<file path="src/rtl/amp_stage_seq_pkg.sv">
// Shared types and helpers for the amplifier-stage power-up/bias sequencer.
// State and fault-code encodings, timer sizing and the OUT window check.
package amp_stage_seq_pkg;

    typedef enum logic [3:0] {
        IDLE,
        RAIL_ON,
        BIAS_ON,
        SAMPLE,
        CHECK,
        RUN,
        FAIL,
        COOL,
        FAULT
    } state_e;

    typedef enum logic [1:0] {
        FC_NONE    = 2'd0,
        FC_LOW     = 2'd1,
        FC_HIGH    = 2'd2,
        FC_TIMEOUT = 2'd3
    } fault_code_e;

    function automatic int max3(input int a, input int b, input int c);
        int m;
        m = (a > b) ? a : b;
        return (m > c) ? m : c;
    endfunction

    // Unsigned compare of an ADC code against an inclusive [lo, hi] window.
    function automatic fault_code_e window_check(input logic [31:0] sample,
                                                 input logic [31:0] lo,
                                                 input logic [31:0] hi);
        if (sample < lo) return FC_LOW;
        if (sample > hi) return FC_HIGH;
        return FC_NONE;
    endfunction

endpackage

</file>
<file path="src/rtl/amp_seq_timer.sv">
// Loadable down-counter shared by every timed sequencer state.
// done_o pulses for one cycle on the last clock of a loaded interval.
module amp_seq_timer
    import amp_stage_seq_pkg::*;
#(
    parameter int W = 8
) (
    input  logic         clk,
    input  logic         rst_n,
    input  logic         load_i,
    input  logic [W-1:0] value_i,
    output logic         done_o
);

    logic [W-1:0] cnt_q;

    // NOTE: sequential state is written with non-blocking <= so every register samples the same pre-edge values.
    always_ff @(posedge clk) begin
        if (!rst_n) begin
            cnt_q <= '0;
        end else if (load_i) begin
            cnt_q <= value_i;
        end else if (cnt_q != '0) begin
            cnt_q <= cnt_q - W'(1);
        end
    end

    // A load of N therefore spans exactly N clocks before done is acted on.
    assign done_o = (cnt_q == W'(1));

endmodule

</file>
<file path="src/rtl/amp_stage_sequencer.sv">
// Power-up, bias and OUT-qualification sequencer for the common-emitter stage.
// Optional in-RUN re-sampling of OUT is built when AMP_STAGE_SEQ_MONITOR_EN is defined.
module amp_stage_sequencer
    import amp_stage_seq_pkg::*;
#(
    parameter int          SETTLE_CYCLES = 1000,
    parameter int          COOL_CYCLES   = 500,
    parameter int          ADC_TIMEOUT   = 64,
    parameter int          ADC_W         = 10,
    parameter int unsigned V_LO          = 300,
    parameter int unsigned V_HI          = 700,
    parameter int          MAX_RETRY     = 3
) (
    input  logic                                clk,
    input  logic                                rst_n,
    input  logic                                start,
    input  logic                                abort,
    output logic                                rail_en,
    output logic                                bias_en,
    output logic                                adc_req,
    input  logic                                adc_ack,
    input  logic [ADC_W-1:0]                    adc_data,
    output logic                                ready,
    output logic                                fault,
    output logic [1:0]                          fault_code,
    output logic [$clog2(MAX_RETRY+1)-1:0]      retry_cnt,
    output logic [ADC_W-1:0]                    last_sample
);

    localparam int TW = $clog2(max3(SETTLE_CYCLES, COOL_CYCLES, ADC_TIMEOUT)) + 1;
    localparam int RW = $clog2(MAX_RETRY + 1);

    state_e            state_q, state_d;
    logic              req_q, req_d;
    logic              rail_q, rail_d;
    logic              bias_q, bias_d;
    logic              ready_q, ready_d;
    logic              fault_q, fault_d;
    fault_code_e       fcode_q, fcode_d;
    fault_code_e       cand_q, cand_d;
    logic [RW-1:0]     retry_q, retry_d;
    logic [ADC_W-1:0]  sample_q, sample_d;

    logic              tmr_load;
    logic [TW-1:0]     tmr_val;
    logic              tmr_done;
    logic              ack_ok;
    fault_code_e       chk_code;

    amp_seq_timer #(.W(TW)) u_timer (
        .clk     (clk),
        .rst_n   (rst_n),
        .load_i  (tmr_load),
        .value_i (tmr_val),
        .done_o  (tmr_done)
    );

    // Acks are only meaningful while a request is outstanding.
    assign ack_ok = adc_ack && req_q;

    // NOTE: every signal written here gets a default first, so no path leaves it unassigned and no latch is inferred.
    always_comb begin
        state_d  = state_q;
        req_d    = req_q;
        fault_d  = fault_q;
        fcode_d  = fcode_q;
        cand_d   = cand_q;
        retry_d  = retry_q;
        sample_d = sample_q;
        tmr_load = 1'b0;
        tmr_val  = '0;
        chk_code = window_check(32'(sample_q), V_LO, V_HI);

        if (abort && state_q != IDLE) begin
            state_d = IDLE;
            req_d   = 1'b0;
            fault_d = 1'b0;
            fcode_d = FC_NONE;
            cand_d  = FC_NONE;
        end else begin
            case (state_q)
                IDLE: begin
                    if (start && !abort) begin
                        state_d  = RAIL_ON;
                        fault_d  = 1'b0;
                        fcode_d  = FC_NONE;
                        cand_d   = FC_NONE;
                        retry_d  = '0;
                        tmr_load = 1'b1;
                        tmr_val  = TW'(SETTLE_CYCLES);
                    end
                end
                RAIL_ON: begin
                    if (tmr_done) begin
                        state_d  = BIAS_ON;
                        tmr_load = 1'b1;
                        tmr_val  = TW'(SETTLE_CYCLES);
                    end
                end
                BIAS_ON: begin
                    if (tmr_done) state_d = SAMPLE;
                end
                SAMPLE: begin
                    if (!req_q) begin
                        req_d    = 1'b1;
                        tmr_load = 1'b1;
                        tmr_val  = TW'(ADC_TIMEOUT);
                    end else if (ack_ok) begin
                        sample_d = adc_data;
                        req_d    = 1'b0;
                        state_d  = CHECK;
                    end else if (tmr_done) begin
                        req_d   = 1'b0;
                        cand_d  = FC_TIMEOUT;
                        state_d = FAIL;
                    end
                end
                CHECK: begin
                    if (chk_code == FC_NONE) begin
                        state_d  = RUN;
                        tmr_load = 1'b1;
                        tmr_val  = TW'(SETTLE_CYCLES);
                    end else begin
                        cand_d  = chk_code;
                        state_d = FAIL;
                    end
                end
                RUN: begin
`ifdef AMP_STAGE_SEQ_MONITOR_EN
                    // Periodic re-qualification; the window check is done in place so ready never drops while healthy.
                    if (!req_q) begin
                        if (tmr_done) begin
                            req_d    = 1'b1;
                            tmr_load = 1'b1;
                            tmr_val  = TW'(ADC_TIMEOUT);
                        end
                    end else if (ack_ok) begin
                        sample_d = adc_data;
                        req_d    = 1'b0;
                        if (window_check(32'(adc_data), V_LO, V_HI) == FC_NONE) begin
                            tmr_load = 1'b1;
                            tmr_val  = TW'(SETTLE_CYCLES);
                        end else begin
                            cand_d  = window_check(32'(adc_data), V_LO, V_HI);
                            state_d = FAIL;
                        end
                    end else if (tmr_done) begin
                        req_d   = 1'b0;
                        cand_d  = FC_TIMEOUT;
                        state_d = FAIL;
                    end
`else
                    state_d = RUN;
`endif
                end
                FAIL: begin
                    if (retry_q < RW'(MAX_RETRY)) begin
                        retry_d  = retry_q + RW'(1);
                        state_d  = COOL;
                        tmr_load = 1'b1;
                        tmr_val  = TW'(COOL_CYCLES);
                    end else begin
                        fault_d = 1'b1;
                        fcode_d = cand_q;
                        state_d = FAULT;
                    end
                end
                COOL: begin
                    if (tmr_done) begin
                        state_d  = RAIL_ON;
                        tmr_load = 1'b1;
                        tmr_val  = TW'(SETTLE_CYCLES);
                    end
                end
                FAULT: begin
                    state_d = FAULT;
                end
                default: begin
                    state_d = IDLE;
                    req_d   = 1'b0;
                end
            endcase
        end
    end

    // Enables are decoded from the next state so they register on the same edge as the transition.
    // FAIL keeps the stage powered; only COOL and FAULT provide the all-off interval.
    always_comb begin
        rail_d  = 1'b0;
        bias_d  = 1'b0;
        ready_d = 1'b0;
        case (state_d)
            RAIL_ON: rail_d = 1'b1;
            BIAS_ON, SAMPLE, CHECK, RUN, FAIL: begin
                rail_d = 1'b1;
                bias_d = 1'b1;
            end
            default: ;
        endcase
        ready_d = (state_d == RUN);
    end

    always_ff @(posedge clk) begin
        if (!rst_n) begin
            state_q  <= IDLE;
            req_q    <= 1'b0;
            rail_q   <= 1'b0;
            bias_q   <= 1'b0;
            ready_q  <= 1'b0;
            fault_q  <= 1'b0;
            fcode_q  <= FC_NONE;
            cand_q   <= FC_NONE;
            retry_q  <= '0;
            sample_q <= '0;
        end else begin
            state_q  <= state_d;
            req_q    <= req_d;
            rail_q   <= rail_d;
            bias_q   <= bias_d;
            ready_q  <= ready_d;
            fault_q  <= fault_d;
            fcode_q  <= fcode_d;
            cand_q   <= cand_d;
            retry_q  <= retry_d;
            sample_q <= sample_d;
        end
    end

    assign rail_en     = rail_q;
    assign bias_en     = bias_q;
    assign adc_req     = req_q;
    assign ready       = ready_q;
    assign fault       = fault_q;
    assign fault_code  = fcode_q;
    assign retry_cnt   = retry_q;
    assign last_sample = sample_q;

endmodule

</file>
<file path="config.mk">
export PLATFORM = sky130hd
export DESIGN_NAME = amp_stage_sequencer
export DESIGN_NICKNAME = d
export VERILOG_FILES = /design/src/rtl/amp_stage_seq_pkg.sv /design/src/rtl/amp_seq_timer.sv /design/src/rtl/amp_stage_sequencer.sv
export SDC_FILE = /design/constraint.sdc
export NUM_CORES = 1
export LEC_CHECK = 0
export ABC_CLOCK_PERIOD_IN_PS = 2240
export CORE_MARGIN = 1
export CORE_UTILIZATION = 54
export CTS_BUF_LIST = sky130_fd_sc_hd__clkbuf_4
export DETAILED_ROUTE_END_ITERATION = 16
export PLACE_DENSITY_LB_ADDON = 0.12
export SYNTH_ARGS = -nofsm -noshare
export SYNTH_HDL_FRONTEND = slang
export SYNTH_SLANG_ARGS = --single-unit
</file>
<file path="constraint.sdc">
create_clock -name clk -period 2.24 [get_ports clk]
set_clock_uncertainty 0.15 [all_clocks]
set_input_delay 0.672 -clock clk [delete_from_list [all_inputs] [get_ports clk]]
set_output_delay 0.672 -clock clk [all_outputs]
set_load 0.02 [all_outputs]
</file>
# Yosys cells after proc, flatten, opt, wreduce, memory -nomap -nowiden
# Cells that the tools add are included.
[classes] n_addsub=2 mul=0 n_div=0 magnitude_cmp=3 eq_ne=22 shift=0 mux=53 bitwise_logic=2 n_reduce_logical=20
[ops] operator="one-hot mux 10 bit (5 select lines)" n=1
[ops] operator="two-way mux 10 bit" n=4
[ops] operator="two-way mux 4 bit" n=9
[ops] operator="one-hot mux 4 bit (9 select lines)" n=1
[ops] operator="equality test 4 x 3 -> 1 bit, second input constant" n=7
[ops] operator="two-way mux 2 bit" n=12
[ops] operator="two-way mux 11 bit" n=2
[ops] operator="equality test 4 x 2 -> 1 bit, second input constant" n=4
[ops] operator="two-way mux 1 bit" n=16
[ops] operator="!= test 2 bit, second input constant" n=7
[ops] operator="equality test 11 x 1 -> 1 bit, second input constant" n=1
[ops] operator="nonzero test 11 bit" n=1
[ops] operator="subtractor 11 x 1 -> 11 bit, second input constant" n=1
[ops] operator="greater-than comparator 10 bit, second input constant" n=1
[ops] operator="< comparator 10 x 9 -> 1 bit, second input constant" n=1
[ops] operator="two-way mux 9 bit" n=1
[ops] operator="equality test 4 x 1 -> 1 bit, second input constant" n=2
[ops] operator="one-hot mux 2 bit (2 select lines)" n=2
[ops] operator="AND reduction 4 bit" n=2
[ops] operator="OR reduction 8 bit" n=1
[ops] operator="two-way mux 7 bit" n=1
[ops] operator="one-hot mux 2 bit (3 select lines)" n=1
[ops] operator="AND reduction 6 bit" n=1
[ops] operator="OR reduction 6 bit" n=1
[ops] operator="16 further kinds" n=22
[word_totals] ff_bits=36 latch_bits=0 ramBits=0 romBits=0 in_bits=15 out_inout_bits=19 n_memories=0

# Depth between registers and ports, before layout
# Gate-level depths: netlist of the first run.
[logic_depth] depth_word=12 depth_mapped=9

# Hierarchy
# Synthesis of the first run repeated with hierarchy kept, for this count alone.
[unflattened] hier_cells=244 hier_area_um2=2085.8
[by_module_without_submodules] mod="amp_stage_sequencer" n_inst=1 cells_each=165 area_per_inst_um2=1426.4 seq_area_each_um2=500.5
[by_module_without_submodules] mod="amp_seq_timer" n_inst=1 cells_each=79 area_per_inst_um2=659.4 seq_area_each_um2=220.2

# Worst setup path after synthesis of the first run
# OpenSTA, ideal clock, no wires.
[synth_timing] path_kind="register to register" startpoint="reg u_timer.cnt_q[1]" endpoint="reg ready_q, in the netlist ready" setup_time_ns=0.073 arrival_ns=1.793 required_ns=2.017 setup_slack_ns=0.224 stages_incl_launch_ff=10 period_less_slack_ns=2.016 cell_sequence="dfxtp_1 -> inv_1 -> ha_1 -> nor2b_1 -> and3_1 -> buf_6 -> or4_1 -> nand4_1 -> and2b_1 -> nor3b_2"
[synth_between] elab_chain_cells=7
[synth_lines] item="start: declaration" line="amp_seq_timer.sv:15" rtl="logic [W-1:0] cnt_q;"
[synth_lines] item="start signal: assignment" line="amp_seq_timer.sv:22" rtl="cnt_q <= value_i;"
[synth_lines] item="start signal: assignment" line="amp_seq_timer.sv:24" rtl="cnt_q <= cnt_q - W'(1);"
[synth_lines] item="equality test 11 x 1 -> 1 bit (*)" line="amp_seq_timer.sv:29" rtl="assign done_o = (cnt_q == W'(1));"
[synth_lines] item="two-way mux 4 bit" line="amp_stage_sequencer.sv:112" rtl="end else if (tmr_done) begin"
[synth_lines] item="two-way mux 4 bit" line="amp_stage_sequencer.sv:108" rtl="end else if (ack_ok) begin"
[synth_lines] item="two-way mux 4 bit" line="amp_stage_sequencer.sv:104" rtl="if (!req_q) begin"
[synth_lines] item="one-hot mux 4 bit (9 select lines) (*)" line="amp_stage_sequencer.sv:81" rtl="case (state_q)"
[synth_lines] item="two-way mux 4 bit (*)" line="amp_stage_sequencer.sv:74" rtl="if (abort && state_q != IDLE) begin"
[synth_lines] item="equality test 4 x 3 -> 1 bit (*)" line="amp_stage_sequencer.sv:200" rtl="ready_d = (state_d == RUN);"
[synth_lines] item="end signal: assignment" line="amp_stage_sequencer.sv:220" rtl="ready_q <= ready_d;"
[synth_lines] item="end: declaration" line="amp_stage_sequencer.sv:37" rtl="logic ready_q, ready_d;"
# Every way passes the cells marked *; elsewhere a longest branch is shown, timed or not.
# A chain may end at the register's enable or synchronous reset.

# Worst setup path in the final report of the first run
[layout_timing] startpoint="reg sample_q[3], in the netlist last_sample[3]" endpoint="out last_sample[3]"
[layout_rtl] item="start: declaration" line="amp_stage_sequencer.sv:42" rtl="logic [ADC_W-1:0] sample_q, sample_d;"
[layout_rtl] item="start signal: assignment" line="amp_stage_sequencer.sv:225" rtl="sample_q <= sample_d;"
[layout_rtl] item="end: declaration" line="amp_stage_sequencer.sv:27" rtl="output logic [ADC_W-1:0] last_sample"
# No word-level cell between the ends.

==> results of run 1 <==
## repair_timing
action / 4_1_cts / 5_1_grt
hold buffers: 0 / 0
resized for setup: 1 / 9
setup endpoints to repair: 1 / 10
## per-layer routing
metal / track usage / vias up / wire length [µm]
li1: - / 951 / -
met2: 0.401 / 58 / 2110
met5: 0 / - / 0
met3: 0.0478 / 15 / 232
met1: 0.313 / 855 / 2020
met4: 0.119 / 0 / 127
## placed cells by master, fill, tap and decap left out, drive strengths merged, types with 7 or more instances in the layout
cell,n
nor2b,18
o21ai,8
mux2i,10
nand2,18
nand3,10
nor3,10
inv,9
nor2,20
a21oi,18
buf,31
o21a,8
clkdlybuf4s50,26
dlymetal6s2s,7
dfxtp,36
## worst min-delay path by stage
stage                                to  slack (ns)
after floorplan           fault_code[0]        0.28
after global placement    fault_code[1]        0.29
after detailed placement  fault_code[0]        0.29
after CTS                 fault_code[0]        0.31
after global routing      fault_code[0]        0.34
final                     fault_code[0]        0.31
## final cells by class
type                    instances  area, µm²  area share
well taps                      46       57.6      0.0221
flip-flops and latches         36        723       0.278
clock buffers                   5       37.5      0.0144
multi-input cells             177       1160       0.444
clock inverters                 3       13.8     0.00529
inverters                       9       33.8      0.0130
repair buffers                 64        581       0.223
## registers in the layout, summed over array words and instances (netlist names)
name	cells
ready	1
state_q	4
last_sample	10
fault	1
bias_en	1
fault_code	2
cand_q	2
rail_en	1
retry_cnt	2
adc_req	1
u_timer.cnt_q	11
## power by group
part / switching (mW) / internal [mW] / total [mW]
registers: 0.103 / 0.745 / 0.848
clock network: 0.217 / 0.115 / 0.332
logic: 0.425 / 0.442 / 0.867
## cells by family (layout without fill, tap and decap cells)
group,count (synthesis),after routing,share of synthesized area
muxes,10,10,0.0511
AOI/OAI and AO/OA,56,56,0.189
and+or+nand+nor,99,99,0.286
DFF,36,36,0.368
xor gates and xnor gates,8,8,0.0358
buffers and inverters,19,81,0.0447
adders and majority gates,4,4,0.0256
## worst reg2reg max path, delay by kind of cell, from the launching register on
kind	cells	cell delay (ns)
AND/OR/NAND/NOR	6	1.28
flip-flops	1	0.35
adder cells (fa/ha/maj)	1	0.17
buffers and inverters	1	0.07
==> out/qor.csv, run 1 <==
stage,metric,value,unit
status,status,finished clean,
synthesis,synth_seq_area_share,0.368,
sta,tns,0,ns
power_and_ir_drop,peakVddDrop,0.628,mV
synthesis,yosysUniqueCellTypes,46,
synthesis,postSynthCellCount,232,
synthesis,netlist_area,1960,µm²
placed_design,port_buffers,33,
finish,antennaDiodeCount,0,
run,drv_cap,0,
clock_tree,cts_buffer_depth,2,
synthesis,synth.area.top_cells,"dfxtp_1 (37%), nor2b_1 (5.8%), mux2i_1 (5.1%)",
synthesis,synth_seq_cells,36,
sta,period_share,0.977,
routing,finalWirelength,4490,µm
setup_path,cp-endpoint,last_sample[3],
placed_design,placed_area,2530,µm²
floorplan,pin_count,34,
clock_tree,cts_root_buffer,clkbuf_4,
setup_path,r2r_setup_slack,0.18,ns
routing,drcViolationCount,0,
global_route,grt_pass1_wl,7610,µm
global_route,antenna_found_initial,0,
setup_path,r2r_start,u_timer.cnt_q[1],
synthesis,synth_nets,251,
floorplan,start_util,0.573,
clock_tree,clkSlewWorstSetupHoldPaths,0.11,ns
routing,wl_per_cell,13.2,µm
setup_path,cp.required,1.42,ns
setup_path,critPathBufInv,1,
global_route,overflow,0,
clock_tree,htreeDepth,2,
synthesis,synth_top_area_cell,dfxtp_1,
sta,slew_headroom,0.657,
setup_path,critPathTopFamily,buffers and inverters,
routing,dr.pass1.iters,4,
global_route,grtUsageTotal,0.247,
placed_design,dp_cells,332,
floorplan,die-width,62.2,µm
finish,fin_util,0.762,
setup_path,end_kind,output port,
synthesis,yosysMostFrequentCell,dfxtp_1,
sta,rsz0062_at_grt,no,
routing,first_iter_violations,145,
synthesis,ys.flop_type,dfxtp_1,
routing,ant_nets,0,
routing,vias_per_cell,5.53,
min_path,hold_depth,2,
finish,fin_area,2600,µm²
routing,vias,1879,
sta,drv_slew,0,
sta,fin_crit,2.19,ns
setup_path,path_cells,clkdlybuf4s50_1,
finish,fin_cells,340,
clock_tree,cts_tree,built,
synthesis,synth_edf_count,0,
power_and_ir_drop,leakage,1.09,nW
setup_path,cpMaxStageDelayCell,clkdlybuf4s50_1,
finish,layout.nets,312,
finish,drive_gt1_frac,0.173,
floorplan,die_area,3870,µm²
min_path,min_path_type,reg -> reg,
synthesis,synthTopCellsByCount,"dfxtp_1 (36), nor2_1 (20), nand2_1 (18), nor2b_1 (18), a21oi_1 (17)",
setup_path,crit_arrival,1.37,ns
power_and_ir_drop,power_density,786,nW/µm²
global_route,grt_max_degree,17,
finish,fill_cells,251,
min_path,hold_start,cand_q[0],
setup_path,crit_fanout,4,
setup_path,startpoint,last_sample[3],
sta,worst_pin_slew,0.513,ns
placed_design,gp_congestion,0.944,
placed_design,hpwl,3390,µm
sta,hold_viol,0,
global_route,grt_pass1_vias,1719,
finish,area_growth,32.9,%
floorplan,rows,21,
setup_path,critical_path_class,reg -> out,
setup_path,r2r-end,ready,
synthesis,yosysWarnings,0,
setup_path,max_stage_delay,0.63,ns
sta,whs,0.309,ns
clock_tree,cts.sinks,36,
synthesis,synth_top_area_frac,0.368,
floorplan,core_area,3420,µm²
setup_path,critPathLaunchType,register,
floorplan,fp.dieH,62.2,µm
synthesis,post_synth.cell_area_avg,8.44,µm²
sta,fmax,457,MHz
placed_design,post-place-ws,-0.242,ns
setup_path,crit_cells,1,
power_and_ir_drop,total_power,2.05,mW
clock_tree,numCtsBuffers,5,
sta,setup_violations,0,
setup_path,reg2reg_depth,8,
clock_tree,post_cts_buffers,0,
sta,fin_ws,0.0514,ns
clock_tree,clock_latency,0.35,ns
synthesis,synth_async_sr_flop_share,0,
Power figures use the tool's default switching activity.
==> run 2: changes to the inputs <==
--- a/config.mk
+++ b/config.mk
@@ -11,6 +11,7 @@
 export CTS_BUF_LIST = sky130_fd_sc_hd__clkbuf_4
 export DETAILED_ROUTE_END_ITERATION = 16
 export PLACE_DENSITY_LB_ADDON = 0.12
+export RECOVER_POWER = 100
 export SYNTH_ARGS = -nofsm -noshare
 export SYNTH_HDL_FRONTEND = slang
 export SYNTH_SLANG_ARGS = --single-unit
==> run 2 against run 1 <==
Compared with the run above: fmax about the same; non-clock buffer count unchanged; register-to-register slack lost 0.05 ns; clock power about the same.
==> out/qor.csv, run 2 (synthesis results as in run 1) <==
stage,metric,value,unit,change
setup_path,cpMaxStageDelayCell,clkdlybuf4s50_1,,
clock_tree,cts_buffer_depth,2,,unchanged
finish,largest_reg_flops,11,,unchanged
setup_path,critPathLaunchType,register,,
placed_design,port_buffers,33,,unchanged
routing,first_iter_violations,177,,+22%
global_route,grtUsageTotal,0.247,,unchanged
sta,rsz0062_at_grt,no,,
setup_path,critPathBufInv,1,,unchanged
global_route,antenna_found_initial,0,,unchanged
power_and_ir_drop,power_density,805,nW/µm²,+2.4%
clock_tree,clock_latency,0.35,ns,about the same
clock_tree,htreeDepth,2,,unchanged
placed_design,gp_congestion,0.944,,unchanged
setup_path,max_stage_delay,0.63,ns,about the same
clock_tree,numCtsBuffers,5,,unchanged
routing,drcViolationCount,0,,unchanged
finish,final_common_cell,dfxtp_1,,
power_and_ir_drop,total_power,2.03,mW,-0.94%
setup_path,path_cells,clkdlybuf4s50_1,,
sta,setup_violations,0,,unchanged
finish,drive_gt1_frac,0.150,,-0.0238
floorplan,rows,21,,unchanged
placed_design,dp_cells,332,,unchanged
finish,fill_cells,278,,+11%
clock_tree,hold_buffers,0,,unchanged
routing,finalWirelength,4470,µm,-0.45%
sta,fmax,457,MHz,about the same
run,drv_cap,0,,unchanged
power_and_ir_drop,leakage,0.944,nW,-13%
clock_tree,post_cts_buffers,0,,unchanged
finish,antennaDiodeCount,0,,unchanged
clock_tree,cts_tree,built,,
floorplan,start_util,0.573,,unchanged
power_and_ir_drop,peakVddDrop,0.632,mV,+0.65%
floorplan,die_area,3870,µm²,unchanged
routing,wl_per_cell,13.1,µm,-0.45%
setup_path,startpoint,last_sample[4],,
sta,hold_viol,0,,unchanged
placed_design,placed_area,2530,µm²,unchanged
finish,area_growth,28.6,%,
finish,layout_common_cells,"dfxtp_1 (34), clkdlybuf4s50_1 (23), buf_4 (23), nor2_1 (20)",,
routing,dr.pass1.iters,4,,unchanged
sta,fin_crit,2.19,ns,+0.000549 ns
status,status,finished clean,,
routing,ant_nets,0,,unchanged
global_route,grt_pass1_wl,7610,µm,unchanged
floorplan,core_area,3420,µm²,unchanged
sta,worst_pin_slew,0.500,ns,-0.0133 ns
finish,layout.nets,312,,unchanged
setup_path,crit_fanout,4,,unchanged
routing,vias,1866,,-0.69%
floorplan,die-width,62.2,µm,unchanged
clock_tree,cts.sinks,36,,unchanged
setup_path,r2r_start,state_q[3],,
clock_tree,cts_root_buffer,clkbuf_4,,
global_route,grt_max_degree,17,,unchanged
min_path,min_path_type,reg -> reg,,
global_route,grt_pass1_vias,1719,,unchanged
sta,period_share,0.977,,about the same
finish,fin_cells,340,,unchanged
setup_path,crit_arrival,1.37,ns,about the same
min_path,hold_start,cand_q[0],,
sta,tns,0,ns,unchanged
floorplan,pin_count,34,,unchanged
setup_path,cp.required,1.42,ns,about the same
placed_design,hpwl,3390,µm,unchanged
floorplan,fp.dieH,62.2,µm,unchanged
sta,slew_headroom,0.666,,+0.00889
sta,drv_slew,0,,unchanged
global_route,overflow,0,,unchanged
setup_path,critical_path_class,reg -> out,,
routing,vias_per_cell,5.49,,-0.69%
setup_path,critPathTopFamily,buffers and inverters,,
finish,top_register,u_timer.cnt_q,,
finish,fin_area,2520,µm²,-3.2%
setup_path,end_kind,output port,,
clock_tree,clkSlewWorstSetupHoldPaths,0.11,ns,about the same
==> run 2: cell types whose count changed in the layout (fill, tap and decap cells not counted) <==
cell	previous run	this run
a21oi_2	1	0
clkbuf_2	0	1
a21oi_1	17	18
clkdlybuf4s50_1	26	23
dlymetal6s2s_1	7	1
clkbuf_1	0	12
dlygate4sd3_1	0	3
buf_4	31	23
buf_2	0	1
==> run 2: path summary, 6_finish.rpt <==
check | endpoint | slack [ns] | depth (start not counted)
hold / removal | fault_code[0] | 0.31 | 2
hold reg to reg | fault_code[0] | 0.31 | 2
setup reg to reg | last_sample[3] | 0.13 | 7
setup / recovery | last_sample[4] | 0.05 | 1
==> run 2: worst reg2reg max path, cell delays in order (launching register included) <==
cell and delay [ns]:
dfxtp_1 0.44, clkbuf_2 0.21, nand4bb_1 0.20, buf_2 0.19, nor3_2 0.19, clkbuf_1 0.35
mux2i_1 0.23, nor2b_1 0.06
==> run 2: where the power goes <==
part / switching [mW] / internal (mW)
registers: 0.104 / 0.745
clock network: 0.219 / 0.115
logic: 0.422 / 0.423
==> run 2: final cells by class <==
| cell class | instances | area (µm²) | area share |
|---|---|---|---|
| well taps | 46 | 57.6 | 0.0229 |
| inverters | 9 | 33.8 | 0.0134 |
| flip-flops and latches | 36 | 723 | 0.287 |
| clock inverters | 3 | 13.8 | 0.00546 |
| repair buffers | 64 | 500 | 0.199 |
| clock buffers | 5 | 37.5 | 0.0149 |
| multi-input cells | 177 | 1150 | 0.458 |
==> run 2: metrics by stage <==
step	setup WS, ns	hold WS [ns]	utilization
after CTS	0.000215	0.311	0.756
after floorplan	0.224	0.282	-
final	0.0508	0.310	0.737
after global routing	0.00235	0.340	0.737
after global placement	-0.220	0.291	0.741
after detailed placement	-0.242	0.295	0.741
==> run 2: per-layer routing <==
metal | vias to the layer above | routed length (µm) | GRT usage
met1 | 848 | 2040 | 0.313
met2 | 49 | 2110 | 0.401
met5 | - | 0 | 0
met3 | 11 | 218 | 0.0478
li1 | 958 | - | -
met4 | 0 | 99 | 0.119
==> run 2: what timing repair did <==
action,CTS,global route
setup endpoints to repair,1,10
resized for setup,1,9
pin swaps,0,0
==> run 3: changes to the inputs <==
--- a/config.mk
+++ b/config.mk
@@ -5,9 +5,9 @@
 export SDC_FILE = /design/constraint.sdc
 export NUM_CORES = 1
 export LEC_CHECK = 0
-export ABC_CLOCK_PERIOD_IN_PS = 2240
+export ABC_CLOCK_PERIOD_IN_PS = 2700
 export CORE_MARGIN = 1
-export CORE_UTILIZATION = 54
+export CORE_UTILIZATION = 59
 export CTS_BUF_LIST = sky130_fd_sc_hd__clkbuf_4
 export DETAILED_ROUTE_END_ITERATION = 16
 export PLACE_DENSITY_LB_ADDON = 0.12
==> constraint.sdc (replaced) <==
create_clock -name clk -period 2.7 [get_ports clk]
set_clock_uncertainty 0.15 [all_clocks]
set_input_delay 0.81 -clock clk [delete_from_list [all_inputs] [get_ports clk]]
set_output_delay 0.81 -clock clk [all_outputs]
set_load 0.02 [all_outputs]
==> run 3 against run 2 <==
Compared with the run above: die area decreased by 8.2%; via count increased by 0.80%; critical path depth unchanged; core utilization increased by 4.8 points; register-to-register slack improved by 0.23 ns; final area decreased by 3.2%; combinational power decreased by 22%.
==> out/qor.csv, run 3 (synthesis results as in run 1) <==
stage,metric,value,unit,change
status,status,finished clean,,
sta,period_share,0.933,,
clock_tree,hold_buffers,0,,unchanged
finish,top_register,u_timer.cnt_q,,
clock_tree,cts_root_buffer,clkbuf_4,,
global_route,grtUsageTotal,0.295,,+0.0483
placed_design,post-place-ws,0.0609,ns,+0.303 ns
setup_path,critPathBufInv,1,,unchanged
finish,area_growth,24.5,%,
power_and_ir_drop,leakage,0.933,nW,-1.2%
routing,route.met3.wl,300,µm,+38%
sta,hold_viol,0,,unchanged
floorplan,fp.dieH,59.6,µm,-4.2%
floorplan,die-width,59.6,µm,-4.2%
routing,ant_nets,0,,unchanged
global_route,grt_max_degree,18,,+1
routing,top_layer_used,met4,,
routing,finalWirelength,4570,µm,+2.4%
routing,drcViolationCount,0,,unchanged
finish,layout_common_cells,"dfxtp_1 (36), dlygate4sd3_1 (21), nor2_1 (20)",,
clock_tree,htreeDepth,2,,unchanged
global_route,overflow,0,,unchanged
routing,met2_length,2210,µm,+4.5%
sta,fmax,397,MHz,
power_and_ir_drop,power.internal,1.13,mW,-12%
finish,regArea,721,µm²,-0.35%
power_and_ir_drop,power_frac_comb,0.374,,-0.043
clock_tree,post_cts_resized,0,,-1
floorplan,start_util,0.631,,+0.0578
floorplan,die_area,3550,µm²,-8.2%
finish,multi_input_area,1140,µm²,-0.98%
routing,wl_per_cell,14.3,µm,+8.8%
routing,dr.pass1.iters,4,,unchanged
setup_path,critPathLaunchType,register,,
setup_path,crit_arrival,1.56,ns,+0.19 ns
power_and_ir_drop,power_density,726,nW/µm²,-9.8%
setup_path,end_kind,output port,,
power_and_ir_drop,netSwitchingFraction,0.360,,-0.00706
global_route,grt_pass1_vias,1786,,+3.9%
finish,drive_gt1_frac,0.0833,,-0.0663
setup_path,r2r-end,ready,,
power_and_ir_drop,power_switching,0.638,mW,-14%
global_route,grt_pass1_wl,7810,µm,+2.6%
setup_path,crit_fanout,9,,+5
setup_path,max_stage_delay,0.72,ns,+0.09 ns
setup_path,r2r_start,u_timer.cnt_q[1],,
sta,fin_crit,2.52,ns,
routing,first_iter_violations,174,,-1.7%
finish,largest_reg_flops,11,,unchanged
sta,tns,0,ns,unchanged
sta,slew_headroom,0.658,,-0.00793
min_path,holdPathEnd,fault_code[0],,
sta,rsz0062_at_grt,no,,
sta,worst_pin_slew,0.512,ns,+0.0122 ns
sta,setup_violations,0,,unchanged
routing,vias_per_cell,5.88,,+7.1%
setup_path,path_cells,dlygate4sd3_1,,
setup_path,critPathTopFamily,buffers and inverters,,
sta,drv_slew,0,,unchanged
setup_path,cp.required,1.74,ns,+0.32 ns
power_and_ir_drop,peakVddDrop,0.759,mV,+20%
global_route,antenna_found_initial,0,,unchanged
min_path,min_path_type,reg -> reg,,
routing,wl_met1,1950,µm,-4.1%
setup_path,cpMaxStageDelayCell,dlygate4sd3_1,,
clock_tree,cts_tree,built,,
setup_path,r2r_setup_slack,0.36,ns,+0.23 ns
clock_tree,clock_latency,0.35,ns,about the same
power_and_ir_drop,total_power,1.77,mW,-13%
placed_design,hpwl,3420,µm,+0.79%
floorplan,pin_count,34,,unchanged
finish,antennaDiodeCount,0,,unchanged
power_and_ir_drop,pwr-share-clk,0.217,,+0.052
floorplan,core_area,3100,µm²,-9.2%
run,drv_cap,0,,unchanged
clock_tree,numCtsBuffers,5,,unchanged
placed_design,port_buffers,33,,unchanged
setup_path,reg2reg_depth,8,,+1
clock_tree,clkSlewWorstSetupHoldPaths,0.10,ns,about the same
placed_design,gp_congestion,0.921,,-2.5%
setup_path,critical_path_class,reg -> out,,
routing,vias,1881,,+0.80%
placed_design,dp_cells,312,,-6.0%
finish,fin_cells,320,,-5.9%
clock_tree,cts.sinks,36,,unchanged
floorplan,rows,20,,-4.8%
finish,fill_cells,270,,-2.9%
finish,final_common_cell,dfxtp_1,,
power_and_ir_drop,seqPwrFrac,0.409,,-0.009
min_path,hold_depth,2,,unchanged
min_path,hold_start,cand_q[0],,
sta,fin_ws,0.182,ns,+0.131 ns
clock_tree,post_cts_buffers,0,,unchanged
finish,layout.nets,294,,-5.8%
clock_tree,cts_buffer_depth,2,,unchanged
==> run 3: power by group through the flow <==
stage / Sequential (mW) / Clock (mW) / Combinational [mW]
2_1_floorplan: 0.713 / 0 / 0.498
3_3_place_gp: 0.731 / 0 / 0.632
3_5_place_dp: 0.735 / 0 / 0.661
4_1_cts: 0.722 / 0.394 / 0.670
5_1_grt: 0.738 / 0.410 / 0.748
6_report: 0.724 / 0.383 / 0.663
==> run 3: per-stage QoR <==
stage / hold WS (ns) / instance area, µm² / util
3_5_place_dp: 0.296 / 2390 / 0.771
3_3_place_gp: 0.291 / 2390 / 0.771
5_1_grt: 0.352 / 2440 / 0.785
2_1_floorplan: 0.282 / 1960 / -
6_report: 0.309 / 2440 / 0.785
4_1_cts: 0.310 / 2470 / 0.797
==> run 3: worst reg2reg max path, delay by kind of cell (launching register included) <==
family,cells,cell delay (ns)
and+or+nand+nor,6,1.40
DFF,1,0.42
adders and majority gates,1,0.18
buffers and inverters,1,0.11
==> run 3: worst max path at each step <==
| stage | slack [ns] | start | cells past startpoint | endpoint |
|---|---|---|---|---|
| after floorplan | 0.60 | start | 6 | u_timer.cnt_q[1] |
| after global placement | 0.11 | abort | 7 | u_timer.cnt_q[1] |
| after detailed placement | 0.06 | abort | 7 | u_timer.cnt_q[1] |
| after CTS | 0.22 | adc_req | 1 | adc_req |
| after global routing | 0.1 | adc_req | 1 | adc_req |
| final | 0.18 | adc_req | 1 | adc_req |
==> run 3: per-layer routing <==
metal | up-vias | GRT usage
met5 | - | 0
met2 | 78 | 0.465
met4 | 0 | 0.143
li1 | 914 | -
met3 | 14 | 0.0633
met1 | 875 | 0.382
==> run 3: final cells by class <==
type | instances | area share
clock inverters | 2 | 0.0144
inverters | 9 | 0.0139
repair buffers | 46 | 0.167
well taps | 44 | 0.0226
multi-input cells | 177 | 0.468
clock buffers | 6 | 0.0185
flip-flops and latches | 36 | 0.296
